==> src/rtl/sram_ctrl_if.sv <==
// Request/response and SRAM-side signal bundle for sram_ctrl.
// slave = controller view; master = requester plus SRAM environment view.
interface sram_ctrl_if #(
    parameter int unsigned AddressSize = 18,
    parameter int unsigned WordSize    = 8
);
    logic                   ReqValid;
    logic                   ReqReady;
    logic                   ReqWrite;
    logic [AddressSize-1:0] ReqAddr;
    logic [WordSize-1:0]    ReqWData;
    logic                   RspValid;
    logic [WordSize-1:0]    RspData;
    logic                   ErrFlag;
    logic [AddressSize-1:0] SramAddress;
    logic [WordSize-1:0]    SramInData;
    logic [WordSize-1:0]    SramOutData;
    logic                   SrambCE;
    logic                   SrambWE;

    modport slave (
        input  ReqValid, ReqWrite, ReqAddr, ReqWData, SramOutData,
        output ReqReady, RspValid, RspData, ErrFlag,
        output SramAddress, SramInData, SrambCE, SrambWE
    );

    modport master (
        output ReqValid, ReqWrite, ReqAddr, ReqWData, SramOutData,
        input  ReqReady, RspValid, RspData, ErrFlag,
        input  SramAddress, SramInData, SrambCE, SrambWE
    );
endinterface

==> src/rtl/sram_ctrl.sv <==
// Valid/ready front end that sequences CE/WE strobes for an asynchronous SRAM.
// Define SRAM_CTRL_WRCHK_EN to add a read-back verify after every write (sets sticky ErrFlag).
module sram_ctrl #(
    parameter int unsigned AddressSize = 18,
    parameter int unsigned WordSize    = 8,
    parameter int unsigned WaitStates  = 1
) (
    input logic        Clk,
    input logic        Reset,
    sram_ctrl_if.slave bus
);
    localparam int unsigned CntW = 4;
    localparam logic [CntW-1:0] WaitLd = CntW'(WaitStates);

    typedef enum logic [2:0] {
        S_IDLE,
        S_SETUP,
        S_ACCESS,
        S_HOLD,
        S_VSETUP,
        S_VACCESS
    } state_t;

    state_t                 r_state;
    logic [CntW-1:0]        r_cnt;
    logic                   r_write;
    logic                   r_ready;
    logic                   r_rsp_valid;
    logic [WordSize-1:0]    r_rsp_data;
    logic [AddressSize-1:0] r_addr;
    logic [WordSize-1:0]    r_wdata;
    logic                   r_ce_n;
    logic                   r_we_n;
`ifdef SRAM_CTRL_WRCHK_EN
    logic                   r_err;
`endif

    // Every output comes straight from a flop so the SRAM strobes cannot glitch.
    always_ff @(posedge Clk or posedge Reset) begin
        if (Reset) begin
            r_state     <= S_IDLE;
            r_cnt       <= '0;
            r_write     <= 1'b0;
            r_ready     <= 1'b1;
            r_rsp_valid <= 1'b0;
            r_rsp_data  <= '0;
            r_addr      <= '0;
            r_wdata     <= '0;
            r_ce_n      <= 1'b1;
            r_we_n      <= 1'b1;
`ifdef SRAM_CTRL_WRCHK_EN
            r_err       <= 1'b0;
`endif
        end else begin
            r_rsp_valid <= 1'b0;
            case (r_state)
                S_IDLE: begin
                    if (bus.ReqValid) begin
                        r_addr  <= bus.ReqAddr;
                        r_wdata <= bus.ReqWData;
                        r_write <= bus.ReqWrite;
                        r_ce_n  <= 1'b0;
                        r_ready <= 1'b0;
                        r_state <= S_SETUP;
                    end
                end
                S_SETUP: begin
                    r_cnt   <= WaitLd;
                    r_we_n  <= ~r_write;
                    r_state <= S_ACCESS;
                end
                S_ACCESS: begin
                    if (r_cnt == '0) begin
                        r_we_n  <= 1'b1;
                        r_state <= S_HOLD;
                        if (!r_write) begin
                            r_rsp_data  <= bus.SramOutData;
                            r_rsp_valid <= 1'b1;
                        end
                    end else begin
                        r_cnt <= r_cnt - CntW'(1);
                    end
                end
                S_HOLD: begin
`ifdef SRAM_CTRL_WRCHK_EN
                    if (r_write) begin
                        r_state <= S_VSETUP;
                    end else begin
                        r_ce_n  <= 1'b1;
                        r_ready <= 1'b1;
                        r_state <= S_IDLE;
                    end
`else
                    r_ce_n  <= 1'b1;
                    r_ready <= 1'b1;
                    r_state <= S_IDLE;
`endif
                end
`ifdef SRAM_CTRL_WRCHK_EN
                S_VSETUP: begin
                    r_cnt   <= WaitLd;
                    r_state <= S_VACCESS;
                end
                // Read-back compare against the still-latched write data.
                S_VACCESS: begin
                    if (r_cnt == '0) begin
                        if (bus.SramOutData != r_wdata) r_err <= 1'b1;
                        r_ce_n  <= 1'b1;
                        r_ready <= 1'b1;
                        r_state <= S_IDLE;
                    end else begin
                        r_cnt <= r_cnt - CntW'(1);
                    end
                end
`endif
                default: begin
                    r_ce_n  <= 1'b1;
                    r_we_n  <= 1'b1;
                    r_ready <= 1'b1;
                    r_state <= S_IDLE;
                end
            endcase
        end
    end

    assign bus.ReqReady    = r_ready;
    assign bus.RspValid    = r_rsp_valid;
    assign bus.RspData     = r_rsp_data;
    assign bus.SramAddress = r_addr;
    assign bus.SramInData  = r_wdata;
    assign bus.SrambCE     = r_ce_n;
    assign bus.SrambWE     = r_we_n;
`ifdef SRAM_CTRL_WRCHK_EN
    assign bus.ErrFlag     = r_err;
`else
    assign bus.ErrFlag     = 1'b0;
`endif

endmodule

==> src/flat_wrapper.sv <==
// flat-port wrapper written by rule: the top's interface ports become plain ports
module sram_ctrl_flat 
#(
    parameter int unsigned AddressSize = 18,
    parameter int unsigned WordSize    = 8,
    parameter int unsigned WaitStates  = 1
)
  (Clk, Reset, bus_ReqValid, bus_ReqWrite, bus_ReqAddr, bus_ReqWData, bus_SramOutData, bus_ReqReady, bus_RspValid, bus_RspData, bus_ErrFlag, bus_SramAddress, bus_SramInData, bus_SrambCE, bus_SrambWE);
  sram_ctrl_if #(.AddressSize(AddressSize), .WordSize(WordSize)) bus_i ();
  input logic Clk;
  input logic Reset;
  input wire logic [$bits(bus_i.ReqValid)-1:0] bus_ReqValid;
  input wire logic [$bits(bus_i.ReqWrite)-1:0] bus_ReqWrite;
  input wire logic [$bits(bus_i.ReqAddr)-1:0] bus_ReqAddr;
  input wire logic [$bits(bus_i.ReqWData)-1:0] bus_ReqWData;
  input wire logic [$bits(bus_i.SramOutData)-1:0] bus_SramOutData;
  output wire logic [$bits(bus_i.ReqReady)-1:0] bus_ReqReady;
  output wire logic [$bits(bus_i.RspValid)-1:0] bus_RspValid;
  output wire logic [$bits(bus_i.RspData)-1:0] bus_RspData;
  output wire logic [$bits(bus_i.ErrFlag)-1:0] bus_ErrFlag;
  output wire logic [$bits(bus_i.SramAddress)-1:0] bus_SramAddress;
  output wire logic [$bits(bus_i.SramInData)-1:0] bus_SramInData;
  output wire logic [$bits(bus_i.SrambCE)-1:0] bus_SrambCE;
  output wire logic [$bits(bus_i.SrambWE)-1:0] bus_SrambWE;
  assign bus_i.ReqValid = bus_ReqValid;
  assign bus_i.ReqWrite = bus_ReqWrite;
  assign bus_i.ReqAddr = bus_ReqAddr;
  assign bus_i.ReqWData = bus_ReqWData;
  assign bus_i.SramOutData = bus_SramOutData;
  assign bus_ReqReady = bus_i.ReqReady;
  assign bus_RspValid = bus_i.RspValid;
  assign bus_RspData = bus_i.RspData;
  assign bus_ErrFlag = bus_i.ErrFlag;
  assign bus_SramAddress = bus_i.SramAddress;
  assign bus_SramInData = bus_i.SramInData;
  assign bus_SrambCE = bus_i.SrambCE;
  assign bus_SrambWE = bus_i.SrambWE;
  sram_ctrl #(.AddressSize(AddressSize), .WordSize(WordSize), .WaitStates(WaitStates)) u_core (.Clk(Clk), .Reset(Reset), .bus(bus_i));
endmodule
==> config.mk <==
export PLATFORM = sky130hd
export DESIGN_NAME = sram_ctrl_flat
export DESIGN_NICKNAME = d
export VERILOG_FILES = /design/src/rtl/sram_ctrl_if.sv /design/src/rtl/sram_ctrl.sv /design/src/flat_wrapper.sv
export SDC_FILE = /design/constraint.sdc
export NUM_CORES = 1
export LEC_CHECK = 0
export ABC_AREA = 1
export BUFFER_PORTS_ARGS = -buffer_cell sky130_fd_sc_hd__clkbuf_2
export CAP_MARGIN = 10
export CORE_UTILIZATION = 45
export CTS_BUF_LIST = sky130_fd_sc_hd__clkbuf_4 sky130_fd_sc_hd__clkbuf_8
export DETAILED_ROUTE_END_ITERATION = 8
export PLACE_DENSITY = 0.9
export SYNTH_ARGS = -nofsm -noshare
export SYNTH_HDL_FRONTEND = slang
export SYNTH_SLANG_ARGS = --single-unit
==> constraint.sdc <==
create_clock -name Clk -period 1.3 [get_ports Clk]
set_input_delay 0.065 -clock Clk [delete_from_list [all_inputs] [get_ports Clk]]
set_output_delay 0.065 -clock Clk [all_outputs]
set_load 0.02 [all_outputs]
After elaboration in Yosys (flattened, before gate mapping)

Index checks and enable logic that the tools add are counted.

Add/subtract/negate cells: 1
Equality and inequality tests: 6
Multiplexer cells: 12
Bitwise logic cells: 3
Reduce and logical (&&, ||, !) cells: 11

Operators by type and width:

| cell                                                                    | count |
|---|---|
| 2-bit AND reduction                                                     | 5 |
| 3-bit case mux with 3 select lines                                      | 1 |
| 4-bit case mux with 2 select lines                                      | 1 |
| 3-bit by 2-bit equality test with 1-bit output, second input constant   | 2 |
| 3-bit two-way mux                                                       | 2 |
| 1-bit two-way mux                                                       | 5 |
| 4-bit logical NOT                                                       | 1 |
| 4-bit two-way mux                                                       | 1 |
| 2-bit inequality test, second input constant                            | 2 |
| 2-bit OR reduction                                                      | 2 |
| 4-bit by 1-bit subtractor with 4-bit output, second input constant      | 1 |
| 3-bit by 1-bit equality test with 1-bit output, second input constant   | 1 |
| 3-bit logical NOT                                                       | 1 |
| 1-bit NOT                                                               | 3 |
| 1-bit case mux with 3 select lines                                      | 1 |
| 3-bit AND reduction                                                     | 1 |
| 2-bit by 1-bit inequality test with 1-bit output, second input constant | 1 |
| 1-bit case mux with 2 select lines                                      | 1 |
| 2-bit nonzero test                                                      | 1 |

Flip-flop bits (word level): 45
Input port bits: 38
Output and inout bits: 39
Word-level logic and storage cells: 42

Depth between registers and ports, before layout

Gate-level depths: netlist of the first run.

Depth after elaboration: 4
Mapped depth: 7
Depth with buffers taken out: 7

Least setup slack after synthesis of the first run

Ideal clock, no wire load.

Kind: reg-to-reg
From: register u_core.r_state[0]
To: register u_core.r_rsp_data[0], in the netlist u_core.bus.RspData[0]
Library setup time: 117 ps
Arrival time: 1128 ps
Data required time: 1183 ps
Slack: 55 ps
Cell stages (with the launch flop): 8
Path buffers: 0
Clock period less this slack: 1245 ps
Cells stage by stage: dfrtp_1 -> inv_1 -> ha_1 -> inv_2 -> nor2_8 -> nand2_4 -> nand2_1 -> nand2_1

Longest elaborated chain between the ends: 2

RTL lines:

| item                                           | line            | text |
|---|---|---|
| from (decl)                                    | sram_ctrl.sv:24 | `state_t r_state;` |
| from (signal assigned)                         | sram_ctrl.sv:41 | `r_state <= S_IDLE;` |
| from (signal assigned)                         | sram_ctrl.sv:64 | `r_state <= S_SETUP;` |
| from (signal assigned)                         | sram_ctrl.sv:70 | `r_state <= S_ACCESS;` |
| 3-bit by 2-bit equality test with 1-bit output | sram_ctrl.sv:56 | `case (r_state)` |
| 3-bit AND reduction (no line)                  | n/a             |  |
| to (signal assigned)                           | sram_ctrl.sv:77 | `r_rsp_data <= bus.SramOutData;` |
| to (decl)                                      | sram_ctrl.sv:29 | `logic [WordSize-1:0] r_rsp_data;` |

No other way between the ends.
A chain may end at the register's enable or synchronous reset.

Worst setup path in the final report of the first run

From: register u_core.r_state[1]
To: register u_core.r_state[0]

Longest elaborated chain between the ends: 3
Elaborated cells between the ends (all ways): 7
Classes of those cells: eq/ne (4); mux (1); reduce/logical (2)

RTL lines:

| item                                                                                                | line |
|---|---|
| 3-bit by 2-bit equality test with 1-bit output or 3-bit logical NOT (tied branches)                 | sram_ctrl.sv:56 |
| 2-bit by 1-bit inequality test with 1-bit output (no line) or 2-bit inequality test (tied branches) | n/a |
| 2-bit AND reduction (no line)                                                                       | n/a |

Parallel ways exist; a longest one is shown, timed or not.

==> results of run 1 <==
[cell type report]
cell class	instances	area [µm²]
Sequential cell	44	1100
Fill cell	260	1040
Timing Repair Buffer	120	878
Multi-Input combinational cell	159	830
Clock buffer	6	82.6
Tap cell	50	62.6
Inverter	12	50.0
Clock inverter	2	38.8
[synth_stat cells (all sizes together)]
cell / count
nor2: 7
dfrtp: 42
inv: 12
or2: 1
o21ai: 3
nand3: 41
a21oi: 1
nand2: 97
nand4: 1
buf: 10
dfstp: 2
ha: 6
conb: 1
[kinds of logic after synthesis]
kind of cell / count (synthesis) / share of synthesized area, %
buffers and inverters: 22 / 5.73
other: 1 / 0.191
adders and majority gates: 6 / 3.82
DFF: 44 / 56.1
and+or+nand+nor: 147 / 33.1
AOI/OAI and AO/OA: 4 / 1.02
[worst min-delay path by stage]
| stage | startpoint | depth (start not counted) | slack (ns) | to |
|---|---|---|---|---|
| floorplan | bus_ReqAddr[10] | 2 | 0.20 | u_core.bus.SramAddress[10]$_DFFE_PP0P_ |
| global placement | Reset | 2 | 0.02 | u_core.bus.RspData[2]$_DFFE_PP0P_ |
| detailed placement | Reset | 2 | 0.02 | u_core.bus.RspData[2]$_DFFE_PP0P_ |
| CTS | bus_ReqWrite | 3 | 0.004 | u_core.r_write$_DFFE_PP0P_ |
| global route | bus_ReqWrite | 3 | 0.003 | u_core.r_write$_DFFE_PP0P_ |
| finish | bus_ReqWrite | 3 | 0.00005 | u_core.r_write$_DFFE_PP0P_ |
[where the power goes]
group	switching [W]	internal [W]
Clock	0.000488	0.000629
Sequential	0.000436	0.00204
Combinational	0.00253	0.00163
Total	0.00345	0.00430
[state kept, by name (all words and copies together) (netlist names), 2 cells and up]
name                    cells
u_core.bus.RspData          8
u_core.bus.SramAddress     18
u_core.bus.SramInData       8
u_core.r_cnt                4
u_core.r_state              2
[worst max-delay path: cells and delay by family (launching register included)]
kind | cells | cell delay [ns]
and+or+nand+nor | 4 | 0.28
buffers and inverters | 2 | 0.28
DFF | 1 | 0.44
adders and majority gates | 1 | 0.17
[metrics by stage]
step	utilization [%]	total power, W
finish	74.5	0.00776
global route	74.5	0.00829
CTS	70.3	0.00716
detailed placement	59.2	0.00586
global placement	59.2	0.00572
floorplan	-	0.00476
[timing repair]
action | in CTS | in global routing
pin swaps | 2 | 9
hold endpoints to repair | 40 | 1
resized for setup | 2 | 22
gates cloned | 0 | 3
hold buffers | 30 | 1
setup buffers | 2 | 3
setup endpoints to repair | 31 | 41
[routing by layer]
| metal | up-vias | global-route usage (%) | share of wire (%) |
|---|---|---|---|
| met5 | - | 0 | 0 |
| met1 | 943 | 26.0 | 38 |
| met3 | 8 | 5.00 | 4.8 |
| li1 | 938 | - | - |
| met4 | 0 | 11.5 | 1.2 |
| met2 | 68 | 40.8 | 55 |
==> flow_metrics.env, run 1 <==
export IMPL_rows=23
export IMPL_syn_area_um2=1970
export IMPL_stdcell_area_um2=3050
export IMPL_reg2reg_depth=7
export IMPL_mostFrequentLayoutCells="nand2_1 (90), clkbuf_2 (75), dfrtp_1 (42)"
export IMPL_min_period_over_period_pct=98.9
export IMPL_postPlaceCellArea_um2=2420
export IMPL_reg2reg_to="u_core.r_state[0]$_DFFE_PP0P_"
export IMPL_cts_inserted_buffers=5
export IMPL_synth_avg_cell_area_um2=8.78
export IMPL_synth_top_area_cell="dfrtp_1"
export IMPL_critPathSlowestCell="dfrtp_1"
export IMPL_synth_cells=224
export IMPL_ys_top_cells_by_area="dfrtp_1 (53%), nand2_1 (18%), nand3_1 (10%)"
export IMPL_fin_cells=393
export IMPL_portBuffers=75
export IMPL_n_antenna_cell=0
export IMPL_cp_required_ns=1.49
export IMPL_final_common_cell="nand2_1"
export IMPL_ys_ff_latch=44
export IMPL_drt_iter0_markers=115
export IMPL_synth_top_area_share_pct=53.4
export IMPL_ios=77
export IMPL_nets=386
export IMPL_rsz0062_at_grt="yes"
export IMPL_coreArea_um2=4090
export IMPL_status="completed"
export IMPL_post_route_min_period_ns=1.29
export IMPL_antenna_found_initial=0
export IMPL_cts_tree="done"
export IMPL_hpwl_mm=3.09
export IMPL_drv_cap=0
export IMPL_gp_congestion=0.808
export IMPL_setup_ws_ns=0.0141
export IMPL_hold_viol_final=0
export IMPL_ys_types=20
export IMPL_layout_drive_gt1_share_pct=35.3
export IMPL_rrSetupSlack_ns=0.01
export IMPL_syn_nets=268
export IMPL_power_density_nw_per_um2=2550
export IMPL_critPathMaxStageDelay_ns=0.44
export IMPL_wl_per_cell_um=14.2
export IMPL_wirelength_mm=5.58
export IMPL_leakagePower_nw=1.70
export IMPL_path_common_cell="buf_6"
export IMPL_grt_pass1_wl_mm=7.76
export IMPL_worst_path_max_fanout=4
export IMPL_grt_pass1_vias=1833
export IMPL_vias=1957
export IMPL_ys_seq_area_share_pct=56.1
export IMPL_finalSetupViolations=0
export IMPL_via_per_inst=4.98
export IMPL_cts_sinks=44
export IMPL_path_cells="buf_6 > ha_4 > buf_6 > nor2_2 > nor2_1 > nand3_1 > nand2_1"
export IMPL_path_clk_slew_ns=0.09
export IMPL_critPathLaunchType="flip-flop"
export IMPL_htreeDepth=2
export IMPL_fmax_mhz=778
export IMPL_maxSlewViolCount=0
export IMPL_synth_warnings=0
export IMPL_cts_root_buffer="clkbuf_8"
export IMPL_dieArea_um2=4640
export IMPL_area_delta_synth_final_pct=54.8
export IMPL_worstSetupEndpoint="u_core.r_state[0]$_DFFE_PP0P_"
export IMPL_rr_startpoint="u_core.r_state[1]$_DFFE_PP0P_"
export IMPL_grt_max_degree=34
export IMPL_grtUsageTotal_pct=23.1
export IMPL_critPathKind="reg2reg"
export IMPL_initial_utilization_pct=48.1
export IMPL_worstHoldPathType="in2reg"
export IMPL_dp_cells=346
export IMPL_skew_ns=0.00820
export IMPL_die_y_um=68.1
export IMPL_drt_pass1_iter_count=4
export IMPL_ant_nets=0
export IMPL_clock_latency_ns=0.30
export IMPL_crit_start="u_core.r_state[1]$_DFFE_PP0P_"
export IMPL_grt_overflow=0
export IMPL_dp_worst_setup_slack_ns=-0.0236
export IMPL_drc_errors=0
export IMPL_ir_drop_v=0.00165
export IMPL_cp_arrival_ns=1.47
export IMPL_cts_path_max_buffers=2
export IMPL_crit_path_end_kind="flip-flop"
export IMPL_holdWs_ns=0.0000501
export IMPL_fin_tns_setup_ns=0
export IMPL_die_w_um=68.1
No activity file was read; power rests on OpenSTA's default activity.
==> run 2, diff against run 1 <==
- SETUP_SLACK_MARGIN: default -> 0.4
==> run 2 against run 1 <==
Against the previous run: the run now ends with hold timing, setup timing left; non-clock buffer count is 16 higher; register-to-register slack worse by 0.16 ns; combinational power is 60% higher; power is 36% higher; first-iteration DRC count is 85% higher; core utilization is 15 points higher; global-route usage is 3.2 points higher; routed wire length is 69% higher; clock power is 4% higher; cell area is 20% higher; largest cell class is now non-clock buffers; highest routed layer unchanged.
==> flow_metrics.env, run 2 (synthesized netlist as in run 1, its figures left out) <==
export IMPL_wirelength_mm=9.45
export IMPL_power_density_nw_per_um2=2890
export IMPL_wl_per_cell_um=22.9
export IMPL_htreeDepth=2
export IMPL_drv_cap=0
export IMPL_drt_iter0_markers=213
export IMPL_worst_path_max_fanout=7
export IMPL_cts_sinks=44
export IMPL_skew_ns=0.00860
export IMPL_critPathSlowestCell="dfrtp_1"
export IMPL_cp_required_ns=1.54
export IMPL_violations="hold timing, setup timing"
export IMPL_dp_cells=342
export IMPL_cp_num_cells=6
export IMPL_final_util_pct=89.3
export IMPL_largest_reg_flops=18
export IMPL_ir_drop_v=0.00210
export IMPL_die_y_um=68.1
export IMPL_min_path_cells=3
export IMPL_post_route_min_period_ns=1.45
export IMPL_crit_buf_inv=3
export IMPL_nets=405
export IMPL_grtUsageTotal_pct=26.3
export IMPL_fmax_mhz=690
export IMPL_fin_tns_setup_ns=-1.20
export IMPL_drc_errors=0
export IMPL_holdWs_ns=-0.0121
export IMPL_cp_top_family="buffers and inverters"
export IMPL_cts_inserted_buffers=5
export IMPL_ant_nets=0
export IMPL_slew_headroom_pct=60.4
export IMPL_portBuffers=75
export IMPL_path_clk_slew_ns=0.09
export IMPL_antenna_found_initial=0
export IMPL_fin_cells=412
export IMPL_leakagePower_nw=1.89
export IMPL_hpwl_mm=3.20
export IMPL_rsz0062_at_grt="yes"
export IMPL_cp_arrival_ns=1.69
export IMPL_status="finished with violations"
export IMPL_reg2reg_depth=6
export IMPL_cts_root_buffer="clkbuf_8"
export IMPL_initial_utilization_pct=48.1
export IMPL_final_common_cell="nand2_1"
export IMPL_rows=23
export IMPL_vias=2413
export IMPL_cts_path_max_buffers=2
export IMPL_nFillCells=128
export IMPL_grt_max_degree=25
export IMPL_critPathLaunchType="flip-flop"
export IMPL_mostFrequentLayoutCells="nand2_1 (63), dfrtp_1 (41), clkbuf_2 (37)"
export IMPL_dp_worst_setup_slack_ns=0.0226
export IMPL_critPathKind="reg2reg"
export IMPL_clock_latency_ns=0.31
export IMPL_via_per_inst=5.86
export IMPL_setup_ws_ns=-0.150
export IMPL_critPathMaxStageDelay_ns=0.44
export IMPL_worstHoldPathType="in2reg"
export IMPL_crit_path_end_kind="flip-flop"
export IMPL_cts_tree="done"
export IMPL_path_cells="inv_2 > ha_4 > buf_12 > clkbuf_16 > nand3_1 > nand2_1"
export IMPL_gp_congestion=0.775
export IMPL_drt_pass1_iter_count=5
export IMPL_hold_viol_final=1
export IMPL_worst_pin_slew_ns=0.591
export IMPL_finalSetupViolations=27
export IMPL_layout_drive_gt1_share_pct=53.6
export IMPL_die_w_um=68.1
export IMPL_coreArea_um2=4090
export IMPL_ios=77
export IMPL_n_antenna_cell=0
export IMPL_grt_pass1_wl_mm=8.94
export IMPL_grt_pass1_vias=1975
export IMPL_grt_overflow=0
export IMPL_dieArea_um2=4640
export IMPL_min_period_over_period_pct=112
export IMPL_area_delta_synth_final_pct=85.6
export IMPL_maxSlewViolCount=0
[run 2: cell count changes in the layout (fill, tap and decap cells not counted), moves of 7 or more]
cell	before	now
nand3_1	40	25
nand2_2	3	26
clkbuf_2	75	37
nand3_2	1	16
buf_6	4	30
nand2_1	90	63
clkbuf_8	6	13
dlygate4sd3_1	31	24
buf_4	5	30
[run 2: metrics by stage]
step | instance area [µm²] | power [W]
after floorplan | 2090 | 0.00507
after global placement | 2480 | 0.00591
after detailed placement | 2480 | 0.00603
after CTS | 3120 | 0.00818
after global routing | 3650 | 0.0109
final | 3650 | 0.0105
[run 2: area by class of cell]
type | count | area, µm² | area share [%]
clock buffer | 7 | 96.3 | 2.64
multi-input combinational | 161 | 1050 | 28.7
inverter | 12 | 56.3 | 1.54
tap | 50 | 62.6 | 1.71
sequential | 44 | 1100 | 30.3
clock inverter | 1 | 30.0 | 0.823
timing repair inverter | 1 | 5.00 | 0.137
timing repair buffer | 136 | 1250 | 34.2
[run 2: report_power, final]
group | leakage [nW] | internal (W) | switching [W]
logic | 1.28 | 0.00308 | 0.00356
registers | 0.543 | 0.00205 | 0.000693
clock network | 0.0645 | 0.000678 | 0.000485
total | 1.89 | 0.00581 | 0.00474
[run 2: worst register-to-register path: stages, from the launching register on]
cell,delay (ns)
dfrtp_1,0.44
inv_2,0.13
ha_4,0.20
buf_12,0.17
clkbuf_16,0.17
nand3_1,0.15
nand2_1,0.14
[run 2: final timing paths]
path | start | end | slack, ns
setup / recovery | u_core.r_state[0]$_DFFE_PP0P_ | u_core.bus.SramAddress[10]$_DFFE_PP0P_ | -0.15
min in group asynchronous | Reset | u_core.r_cnt[2]$_DFFE_PP0P_ | 0.35
hold reg to reg | u_core.bus.SrambWE$_DFFE_PP1P_ | u_core.bus.SrambWE$_DFFE_PP1P_ | 0.49
max in group asynchronous | Reset | u_core.bus.SramInData[3]$_DFFE_PP0P_ | 0.55
hold / removal | bus_ReqAddr[1] | u_core.bus.SramAddress[1]$_DFFE_PP0P_ | -0.01
setup reg to reg | u_core.r_state[0]$_DFFE_PP0P_ | u_core.bus.SramAddress[10]$_DFFE_PP0P_ | -0.15
[run 2: metal layers]
layer	wire length (µm)	GRT usage [%]	part of all wire, %
met4	687	10.4	7.3
met2	4400	46.7	47
met1	3190	30.3	34
met5	0	0	0
met3	1180	6.00	12
[run 2: timing repair]
action                                  CTS  global route
gates cloned                              2             4
buffers inserted                         16            16
hold buffers                             21             3
hold endpoints to repair                 41             3
gates resized for setup                  27           133
pin swaps                                 4            23
endpoints found under the setup margin   64           103
==> run 3, diff against run 2 <==
- clock period: 1.3 -> 1.2 ns (I/O delays scaled with it)
==> run 3 against run 2 <==
Against the previous run: the flow still finishes with violations (hold timing, setup timing); clock skew rose by 0.0046 ns; cell area rose by 4.1%; count of clock-buffer cells in the layout did not move; maximum frequency rose by 1.8%; hold slack got worse by 0.021 ns; setup slack got worse by 0.074 ns; clock power fell by 14%; first-iteration DRC count rose by 85%; via count rose by 7.7%; critical path type unchanged; largest cell class unchanged; largest power group unchanged; highest routed layer unchanged.
==> flow_metrics.env, run 3 (synthesized netlist as in run 1, its figures left out) <==
export IMPL_status="finished with violations"
export IMPL_violations="hold timing, setup timing"
export IMPL_via_per_inst=6.25
export IMPL_finalPower_w=0.0121
export IMPL_finalSetupViolations=42
export IMPL_final_util_pct=93.0
export IMPL_hold_viol_final=5
export IMPL_drt_pass1_iter_count=8
export IMPL_final_common_cell="nand2_1"
export IMPL_antenna_found_initial=0
export IMPL_grt_max_degree=30
export IMPL_portBuffers=75
export IMPL_n_antenna_cell=0
export IMPL_dp_worst_setup_slack_ns=-0.0631
export IMPL_setup_ws_ns=-0.224
export IMPL_worstHoldPathType="in2reg"
export IMPL_ios=77
export IMPL_wl_per_cell_um=26.8
export IMPL_maxSlewViolCount=0
export IMPL_hp_start="bus_SramOutData[2]"
export IMPL_cts_tree="done"
export IMPL_coreArea_um2=4090
export IMPL_die_w_um=68.1
export IMPL_worst_path_max_fanout=4
export IMPL_path_clk_slew_ns=0.09
export IMPL_cts_path_max_buffers=2
export IMPL_area_delta_synth_final_pct=93.1
export IMPL_crit_path_end_kind="flip-flop"
export IMPL_cts_inserted_buffers=5
export IMPL_wirelength_mm=11.1
export IMPL_gp_congestion=0.845
export IMPL_leakagePower_nw=1.94
export IMPL_dieArea_um2=4640
export IMPL_htreeDepth=2
export IMPL_skew_ns=0.0131
export IMPL_mostFrequentLayoutCells="nand2_1 (70), dfrtp_1 (40), clkbuf_8 (37), clkbuf_2 (37), buf_4 (32)"
export IMPL_layout_drive_gt1_share_pct=56.8
export IMPL_post_route_min_period_ns=1.42
export IMPL_drv_cap=0
export IMPL_grtUsageTotal_pct=31.6
export IMPL_stdcell_area_um2=3800
export IMPL_fmax_mhz=702
export IMPL_hold_end="u_core.bus.RspData[2]$_DFFE_PP0P_"
export IMPL_grt_pass1_vias=2088
export IMPL_hpwl_mm=3.33
export IMPL_critPathKind="reg2reg"
export IMPL_initial_utilization_pct=48.1
export IMPL_drt_iter0_markers=395
export IMPL_drc_errors=0
export IMPL_postPlaceCellArea_um2=2520
export IMPL_ant_nets=0
export IMPL_critPathLaunchType="flip-flop"
export IMPL_die_y_um=68.1
export IMPL_grt_pass1_wl_mm=10.2
export IMPL_reg2reg_depth=7
export IMPL_vias=2599
export IMPL_nets=409
export IMPL_clock_latency_ns=0.32
export IMPL_cp_required_ns=1.40
export IMPL_rsz0062_at_grt="yes"
export IMPL_rrSetupSlack_ns=-0.22
export IMPL_cts_root_buffer="clkbuf_8"
export IMPL_rr_startpoint="u_core.r_cnt[0]$_DFFE_PP0P_"
export IMPL_min_path_cells=3
export IMPL_largest_reg_flops=18
export IMPL_grt_overflow=0
export IMPL_cp_arrival_ns=1.62
export IMPL_rows=23
export IMPL_holdWs_ns=-0.0335
export IMPL_reg2reg_to="u_core.r_cnt[2]$_DFFE_PP0P_"
export IMPL_power_density_nw_per_um2=3180
export IMPL_cts_sinks=44
export IMPL_ir_drop_v=0.00241
export IMPL_min_period_over_period_pct=119
## run 3: cell types whose count changed in the layout (fill, tap and decap cells not counted), sizes merged
cell and change:
clkbuf +27, buf -18, dlygate4sd3 -3, bufinv -1, clkinv +1, clkinvlp -1
nand2 -1
## run 3: metrics by stage
step	hold WS, ns	TNS, ns	instances
global route	-0.0222	-5.96	416
finish	-0.0335	-4.50	416
floorplan	0.0635	0	224
detailed placement	0.0646	-1.28	347
CTS	0.000461	-0.0998	385
global placement	0.0531	0	347
## run 3: critical path, cell delays in order, from the launching register on
cell	delay, ns
dfrtp_1	0.37
inv_2	0.09
buf_6	0.14
ha_2	0.20
nor2_2	0.22
nor2_1	0.09
nand4_1	0.12
nand2_1	0.07
## run 3: timing repair
item                                   in CTS  in global routing
endpoints found under the hold margin      33                  0
setup buffers                               9                 26
gates resized for setup                    81                 68
pin swaps                                   2                 40
setup endpoints to repair                  82                111
hold buffers                               21                  0
gates cloned                                0                  5
## run 3: layout make-up
cell class | instances | area, µm²
clock inverter | 1 | 5.00
multi-input combinational | 160 | 1100
inverter | 12 | 58.8
timing repair buffer | 142 | 1380
clock buffer | 7 | 83.8
tap | 50 | 62.6
sequential | 44 | 1110
fill | 117 | 288
## run 3: how the worst max path moves through the flow
stage                                   from                                    end  slack, ns  depth (start not counted)
5_1_grt        u_core.r_state[0]$_DFFE_PP0P_      u_core.bus.RspData[3]$_DFFE_PP0P_      -0.25                          7
3_5_place_dp   u_core.r_state[1]$_DFFE_PP0P_  u_core.bus.SramAddress[4]$_DFFE_PP0P_      -0.06                          5
4_1_cts        u_core.r_state[0]$_DFFE_PP0P_      u_core.bus.RspData[1]$_DFFE_PP0P_      -0.02                          7
2_1_floorplan  u_core.r_state[0]$_DFFE_PP0P_      u_core.bus.RspData[0]$_DFFE_PP0P_       0.05                          7
3_3_place_gp   u_core.r_state[0]$_DFFE_PP0P_   u_core.bus.SramInData[6]$_DFFE_PP0P_      0.002                          5
6_report         u_core.r_cnt[0]$_DFFE_PP0P_            u_core.r_cnt[2]$_DFFE_PP0P_      -0.22                          7
## run 3: power breakdown
part           leakage [nW]  switching (W)  internal (W)
Clock                0.0491       0.000547      0.000455
Sequential            0.542       0.000757       0.00222
Combinational          1.35        0.00435       0.00374
## run 3: metal layers
layer	vias up	wire length (µm)	global-route usage [%]
met5	-	0	0
met4	0	782	16.4
met3	106	1390	5.83
met2	288	5240	58.1
met1	1214	3740	34.1
li1	991	-	-
